--- config.mk ---
export PLATFORM = sky130hd
export DESIGN_NAME = fetch_ctrl
export DESIGN_NICKNAME = d
export VERILOG_FILES = /design/src/rtl/fetch_pkg.sv /design/src/rtl/fetch_ctrl.sv
export SDC_FILE = /design/constraint.sdc
export NUM_CORES = 1
export LEC_CHECK = 0
export ABC_AREA = 1
export ABC_CLOCK_PERIOD_IN_PS = 1200
export BUFFER_PORTS_ARGS = -buffer_cell sky130_fd_sc_hd__buf_4
export CORE_MARGIN = 4
export CORE_UTILIZATION = 49
export CTS_BUF_LIST = sky130_fd_sc_hd__clkbuf_8
export CTS_CLUSTER_DIAMETER = 60
export CTS_CLUSTER_SIZE = 24
export DETAILED_ROUTE_END_ITERATION = 10
export GPL_ROUTABILITY_DRIVEN = 0
export GPL_TIMING_DRIVEN = 0
export PLACE_DENSITY = 0.77
export REMOVE_ABC_BUFFERS = 1
export SLEW_MARGIN = 25
export SYNTH_ARGS = -nofsm -noshare
export SYNTH_HDL_FRONTEND = slang
export SYNTH_SLANG_ARGS = --single-unit
--- constraint.sdc ---
create_clock -name clk -period 1.2 [get_ports clk]
set_input_delay 0.24 -clock clk [delete_from_list [all_inputs] [get_ports clk]]
set_output_delay 0.24 -clock clk [all_outputs]
set_load 0.01 [all_outputs]
--- src/rtl/fetch_pkg.sv ---
// Shared types and constants for the two-byte instruction fetch controller.
package fetch_pkg;

    localparam int ADDR_W  = 8;
    localparam int INSTR_W = 8;

    localparam logic [INSTR_W-1:0] OP_HALT = 8'hFF;

    typedef enum logic [2:0] {
        S_IDLE,
        S_F1,
        S_W1,
        S_F2,
        S_W2,
        S_VALID,
        S_HALTED
    } state_t;

    // Opcodes with the top bit set carry a second (operand) byte.
    function automatic logic is_two_byte(input logic [INSTR_W-1:0] op);
        return op[INSTR_W-1];
    endfunction

endpackage

--- src/rtl/fetch_ctrl.sv ---
// Instruction fetch controller: reads one- or two-byte instructions from a
// synchronous memory, presents them on a valid/ready interface, supports
// redirect on handshake and stops on the HALT opcode.
module fetch_ctrl
    import fetch_pkg::*;
(
    input  logic               clk,
    input  logic               rst,
    input  logic               start,
    output logic [ADDR_W-1:0]  iAddr,
    output logic               FETCH,
    input  logic [INSTR_W-1:0] instr,
    output logic [INSTR_W-1:0] ir,
    output logic [INSTR_W-1:0] operand,
    output logic               ir_valid,
    input  logic               ir_ready,
    input  logic               jmp_en,
    input  logic [ADDR_W-1:0]  jmp_addr,
    output logic               halted
);

    state_t              state, state_nxt;
    logic [ADDR_W-1:0]   pc, pc_nxt;
    logic [INSTR_W-1:0]  ir_nxt, opnd_nxt;
    logic                fetch_nxt;

    // The memory interface is driven from the next state so that FETCH and
    // iAddr are registered yet line up exactly with the F1/F2 cycles.
    assign fetch_nxt = (state_nxt == S_F1) || (state_nxt == S_F2);

    // State register.
    always_ff @(posedge clk) begin
        if (rst) state <= S_IDLE;
        else     state <= state_nxt;
    end

    // Next-state, program counter and instruction latch decisions.
    always_comb begin
        state_nxt = state;
        pc_nxt    = pc;
        ir_nxt    = ir;
        opnd_nxt  = operand;
        case (state)
            S_IDLE: begin
                if (start) begin
                    state_nxt = S_F1;
                    pc_nxt    = '0;
                end
            end
            S_F1: state_nxt = S_W1;
            S_W1: begin
                ir_nxt = instr;
                pc_nxt = pc + ADDR_W'(1);
                if (instr == OP_HALT)      state_nxt = S_HALTED;
                else if (is_two_byte(instr)) state_nxt = S_F2;
                else                        state_nxt = S_VALID;
            end
            S_F2: state_nxt = S_W2;
            S_W2: begin
                opnd_nxt  = instr;
                pc_nxt    = pc + ADDR_W'(1);
                state_nxt = S_VALID;
            end
            S_VALID: begin
                // Redirect is only honoured on the accepting cycle.
                if (ir_ready) begin
                    if (jmp_en) pc_nxt = jmp_addr;
                    state_nxt = S_F1;
                end
            end
            S_HALTED: begin
                if (start) begin
                    state_nxt = S_F1;
                    pc_nxt    = '0;
                end
            end
            default: state_nxt = S_IDLE;
        endcase
    end

    // Datapath and registered outputs; iAddr only moves when a fetch is issued.
    always_ff @(posedge clk) begin
        if (rst) begin
            pc       <= '0;
            iAddr    <= '0;
            FETCH    <= 1'b0;
            ir       <= '0;
            operand  <= '0;
            ir_valid <= 1'b0;
            halted   <= 1'b0;
        end else begin
            pc       <= pc_nxt;
            ir       <= ir_nxt;
            operand  <= opnd_nxt;
            FETCH    <= fetch_nxt;
            if (fetch_nxt) iAddr <= pc_nxt;
            ir_valid <= (state_nxt == S_VALID);
            halted   <= (state_nxt == S_HALTED);
        end
    end

endmodule

=== After elaboration in Yosys (flattened, before gate mapping) ===
Cells that the tools add are included.

* Add/sub/neg operators: 1
* Equality and inequality tests: 11
* Multiplexer cells: 9
* Reductions and logical operators: 4

{| class="wikitable"
|+ Operators with widths
! cell !! number
|-
| 8-bit two-way mux || 3
|-
| 8-bit one-hot mux with 3 select lines || 1
|-
| 3-bit one-hot mux with 6 select lines || 1
|-
| 3-bit == test, second input constant || 5
|-
| 3-bit two-way mux || 4
|-
| 3-bit by 2-bit == test with 1-bit output, second input constant || 3
|-
| 8-bit by 1-bit adder with 8-bit output, second input constant || 1
|-
| 8-bit == test, second input constant || 1
|-
| 3-bit by 1-bit == test with 1-bit output, second input constant || 2
|-
| 2-bit OR reduction || 2
|-
| 3-bit logical NOT || 1
|-
| 1-bit logical OR || 1
|}

* Flip-flop bits (word level): 38
* Input port bits: 21
* Output and inout port bits: 27
* Logic and storage cells: 33

=== Logic depth before layout (Yosys ltp) ===
* Depth after elaboration: 5
* Mapped depth: 11
* Gate-level depth less buffers: 9

=== Worst setup path before layout ===
No wires, ideal clock.

* Kind: register to register
* From: reg state[2]
* To: reg iAddr[2]
* Library setup time: 113 ps
* Arrival time: 1228 ps
* Data required time: 1087 ps
* Slack: -141 ps
* Cell stages (with the launch flop): 11
* Buffers on the path: 2
* Clock period less this slack: 1341 ps
* Cells stage by stage: dfxtp_1 > buf_6 > clkinv_2 > nand3_4 > inv_6 > nand2_4 > nand3_4 > nand3_4 > buf_6 > nor2_1 > nor2_1

* Cells in the longest elaborated chain, start to end: 5
* Elaborated cells on any way between the ends: 16

{| class="wikitable"
|+ RTL lines
! what !! RTL line !! RTL
|-
| start, declared || fetch_ctrl.sv:22 || <nowiki>state_t state, state_nxt;</nowiki>
|-
| start signal, assigned || fetch_ctrl.sv:34 || <nowiki>else state <= state_nxt;</nowiki>
|-
| 3-bit == test or 3-bit logical NOT (tied branches) || fetch_ctrl.sv:43 || <nowiki>case (state)</nowiki>
|-
| 2-bit OR reduction (no line) || - ||
|-
| 3-bit one-hot mux with 6 select lines || fetch_ctrl.sv:43 ||
|-
| 3-bit by 1-bit == test with 1-bit output or 3-bit by 2-bit == test with 1-bit output (tied branches) || fetch_ctrl.sv:29 || <nowiki>assign fetch_nxt = (state_nxt == S_F1) || (state_nxt == S_F2);</nowiki>
|-
| 1-bit logical OR || fetch_ctrl.sv:29 ||
|-
| end signal, assigned || fetch_ctrl.sv:96 || <nowiki>if (fetch_nxt) iAddr <= pc_nxt;</nowiki>
|-
| end, declared || fetch_ctrl.sv:10 || <nowiki>output logic [ADDR_W-1:0] iAddr,</nowiki>
|}

Several ways; a longest one is shown, not always the timed one.
A chain may end at the register's enable or synchronous reset.

=== Final worst setup path ===
* From: reg state[0]
* To: reg iAddr[7]

Same word-level chain as after synthesis.

==> summary.txt <==
Layout
  – Nets: 384
  – # diodes: 0
  – Area Overhead vs Synth: 39.9%
  – Fillcell total: around 310
  – Post-Layout Inst Area: 2710 sq um
  – Final Util: 0.723
  – Final cell count without fillers: 410
  – Proportion of layout cells with a drive suffix above 1: 0.340

Min path
  – Worst hold path type: primary input to flip-flop
  – Hold path start: rst

Timing
  – Setup TNS: -2110 ps
  – Worst Max-Slew Pin Slew: 646 ps
  – Pins Over Slew Limit: 0
  – Layout Skew: 6.50 ps
  – Post-route minimum period: ~1400 ps
  – Unrepaired setup endpoints after global routing: yes
  – Worst Hold Slack: 212 ps
  – Fin worst setup slack: -170 ps
  – FMAX: 0.730 GHz
  – Final hold vios: 0
  – Slew HR: 0.569
  – Final period utilization: 1.14
  – Final-report setup violation count: 26

Clock tree
  – Reg clk slew, reported paths: 80 ps
  – Longest Clk Path Bufs: 2
  – Hold-fix buffers, CTS: 0
  – CTS tree: yes
  – Clk sinks: 38
  – CTS root buf: clkbuf_8
  – CTS HTree Levels: 2
  – Worst-Skew Late Latency: 290 ps
  – CTS buffer count: 5

Worst setup path
  – Slowest stage delay, CP: 420 ps
  – Most frequent CP cell: nor2_1
  – Worst Setup End Kind: flip-flop
  – Critical Path RT: 1390 ps
  – CP max stage cell: dfxtp_4
  – Crit path launch type: flip-flop
  – Setup CP Type: flip-flop to flip-flop
  – Origin of the critical flop-to-flop path: state[0]
  – Crit Path Max Fanout: 7
  – CP bufs+invs: 2
  – Data arrival time of the critical path: 1560 ps
  – Crit-path leading delay family: simple AND/OR/NAND/NOR gates
  – Critical path origin: state[0]
  – Crit-path cells: inv_6 -> nand3_4 -> buf_6 -> nand2_8 -> nand2_2 -> nor2_1 -> nor2_1 -> nand2_1 -> nor2_1 -> nor2_1

Synth
  – Yosys cell types: 22
  – Cells after Synth: 298
  – Post-synthesis register bit count: 38
  – Synth Area per Inst: 6.49 sq um
  – Mapped cell area: 1930 sq um
  – Seq/Total Area, Yosys: 0.393
  – YS warnings: 0

Pwr
  – Lkg Pwr: ~1.3 nW
  – Max VDD drop: 0.00141 V
  – Power, Total: 5.49 mW
  – PD cells: between 2000 and 2500 nW/um^2

Floorplanning
  – Die footprint: 5020 sq um
  – Core Area: between 3000 and 4000 sq um
  – Chip height: 70.8 um
  – Core Rows: 22
  – Die Wd: about 71 um
  – Initial Utilization: 0.517
  – IO Count: between 40 and 50

Detailed routing
  – DR WL met3: roughly 430 um
  – Vias: 2103
  – DRC: 0
  – WL per Instance: 13.2 um
  – DRT iter0 DRCs: 188
  – WL met1: 2240 um
  – Met2 WL: 2630 um
  – DRT Pass-1 Iters: 6
  – Vias per inst: around 5
  – Post-Route WL: 5410 um
  – DR top layer: met4
  – Post-route ant nets: 0

Placed design
  – PortBufs: 47
  – Cell Area, Placed: around 2300 sq um
  – Place WS: -556 ps
  – Dpl cells: 385
  – DP HPWL: 3220 um

GRT
  – Global-route wire length before repair: 8000 um
  – GRT Util Overall: 0.194
  – Vias in the first global route: 1796
  – Initial antenna violation count: 0
  – Pin count of the biggest net entering global routing: 24
  – Grt ovf: 0

Run status
  – Outcome: complete, but fails checks
  – Failing checks: negative setup slack

Job
  – Max-cap violation count: 0
==> path summary, 6_finish.rpt <==
kind | endpoint | slack [ps] | cells past startpoint
max | iAddr[7] | -170 | 10
min | pc[0] | 210 | 2
max reg2reg | iAddr[7] | -170 | 10
min reg2reg | ir[1] | 470 | 2
==> worst reg2reg max path, stage by stage (launching register included) <==
cell	delay, ps
dfxtp_4	420
inv_6	50
nand3_4	120
buf_6	150
nand2_8	70
nand2_2	70
nor2_1	40
nor2_1	130
nand2_1	90
nor2_1	90
nor2_1	50
==> logic make-up (layout without fill, tap and decap cells) <==
logic type,Yosys count,in the layout,share of synthesized area
AO/OA/AOI/OAI,31,31,0.0802
adder cells (fa/ha/maj),1,1,0.00647
buffers and inverters,43,105,0.0983
flip-flops,38,38,0.393
AND/OR/NAND/NOR,185,187,0.422
==> routing by layer <==
metal | vias to the layer above | GRT usage
li1 | 1051 | -
met1 | 941 | 0.271
met2 | 91 | 0.307
met3 | 20 | 0.0384
met4 | 0 | 0.0522
met5 | - | 0
==> cell usage in the layout, fill, tap and decap left out, drive strengths merged <==
master | Yosys | final
a21oi | 13 | 13
buf | 3 | 63
clkbuf | 5 | 5
clkinv | 1 | 1
clkinvlp | 0 | 2
dfxtp | 38 | 38
ha | 1 | 1
inv | 34 | 34
nand2 | 113 | 114
nand3 | 18 | 19
nand4 | 6 | 6
nor2 | 45 | 45
nor3b | 3 | 3
o21ai | 18 | 18
==> cell type report <==
cell class	count	area [sq um]	share of cell area
multi-input combinational	219	1150	0.426
sequential	38	779	0.288
timing repair buffer	63	480	0.178
inverter	35	153	0.0564
clock buffer	5	68.8	0.0254
tap	48	60.1	0.0222
clock inverter	2	11.3	0.00416
==> registers in the layout, indices dropped and copies added (netlist names) <==
register / count
iAddr: 8
halted: 1
ir: 8
state: 3
operand: 8
ir_valid: 1
FETCH: 1
pc: 8
==> cell usage after synthesis (all sizes together) <==
library cell | number | area (sq um)
a21oi | 13 | 65.1
buf | 3 | 30.0
nand2 | 113 | 452
o21ai | 18 | 90.1
nor3b | 3 | 22.5
inv | 34 | 133
nand3 | 18 | 128
dfxtp | 38 | 761
ha | 1 | 12.5
clkinv | 1 | 5.00
nor2 | 45 | 176
nand4 | 6 | 37.5
clkbuf | 5 | 22.5
==> report_power, final <==
| group | switching (mW) | internal, mW |
|---|---|---|
| registers | 0.238 | 1.56 |
| logic | 1.64 | 1.22 |
| clock network | 0.448 | 0.390 |
| total | 2.32 | 3.16 |
==> what timing repair did <==
action | 4_1_cts | 5_1_grt
setup buffers | 8 | 9
cloned | 1 | 1
pin swaps | 8 | 23
setup endpoints to repair | 30 | 34
resized for setup | 21 | 40
No activity file was read; power rests on OpenSTA's default activity.
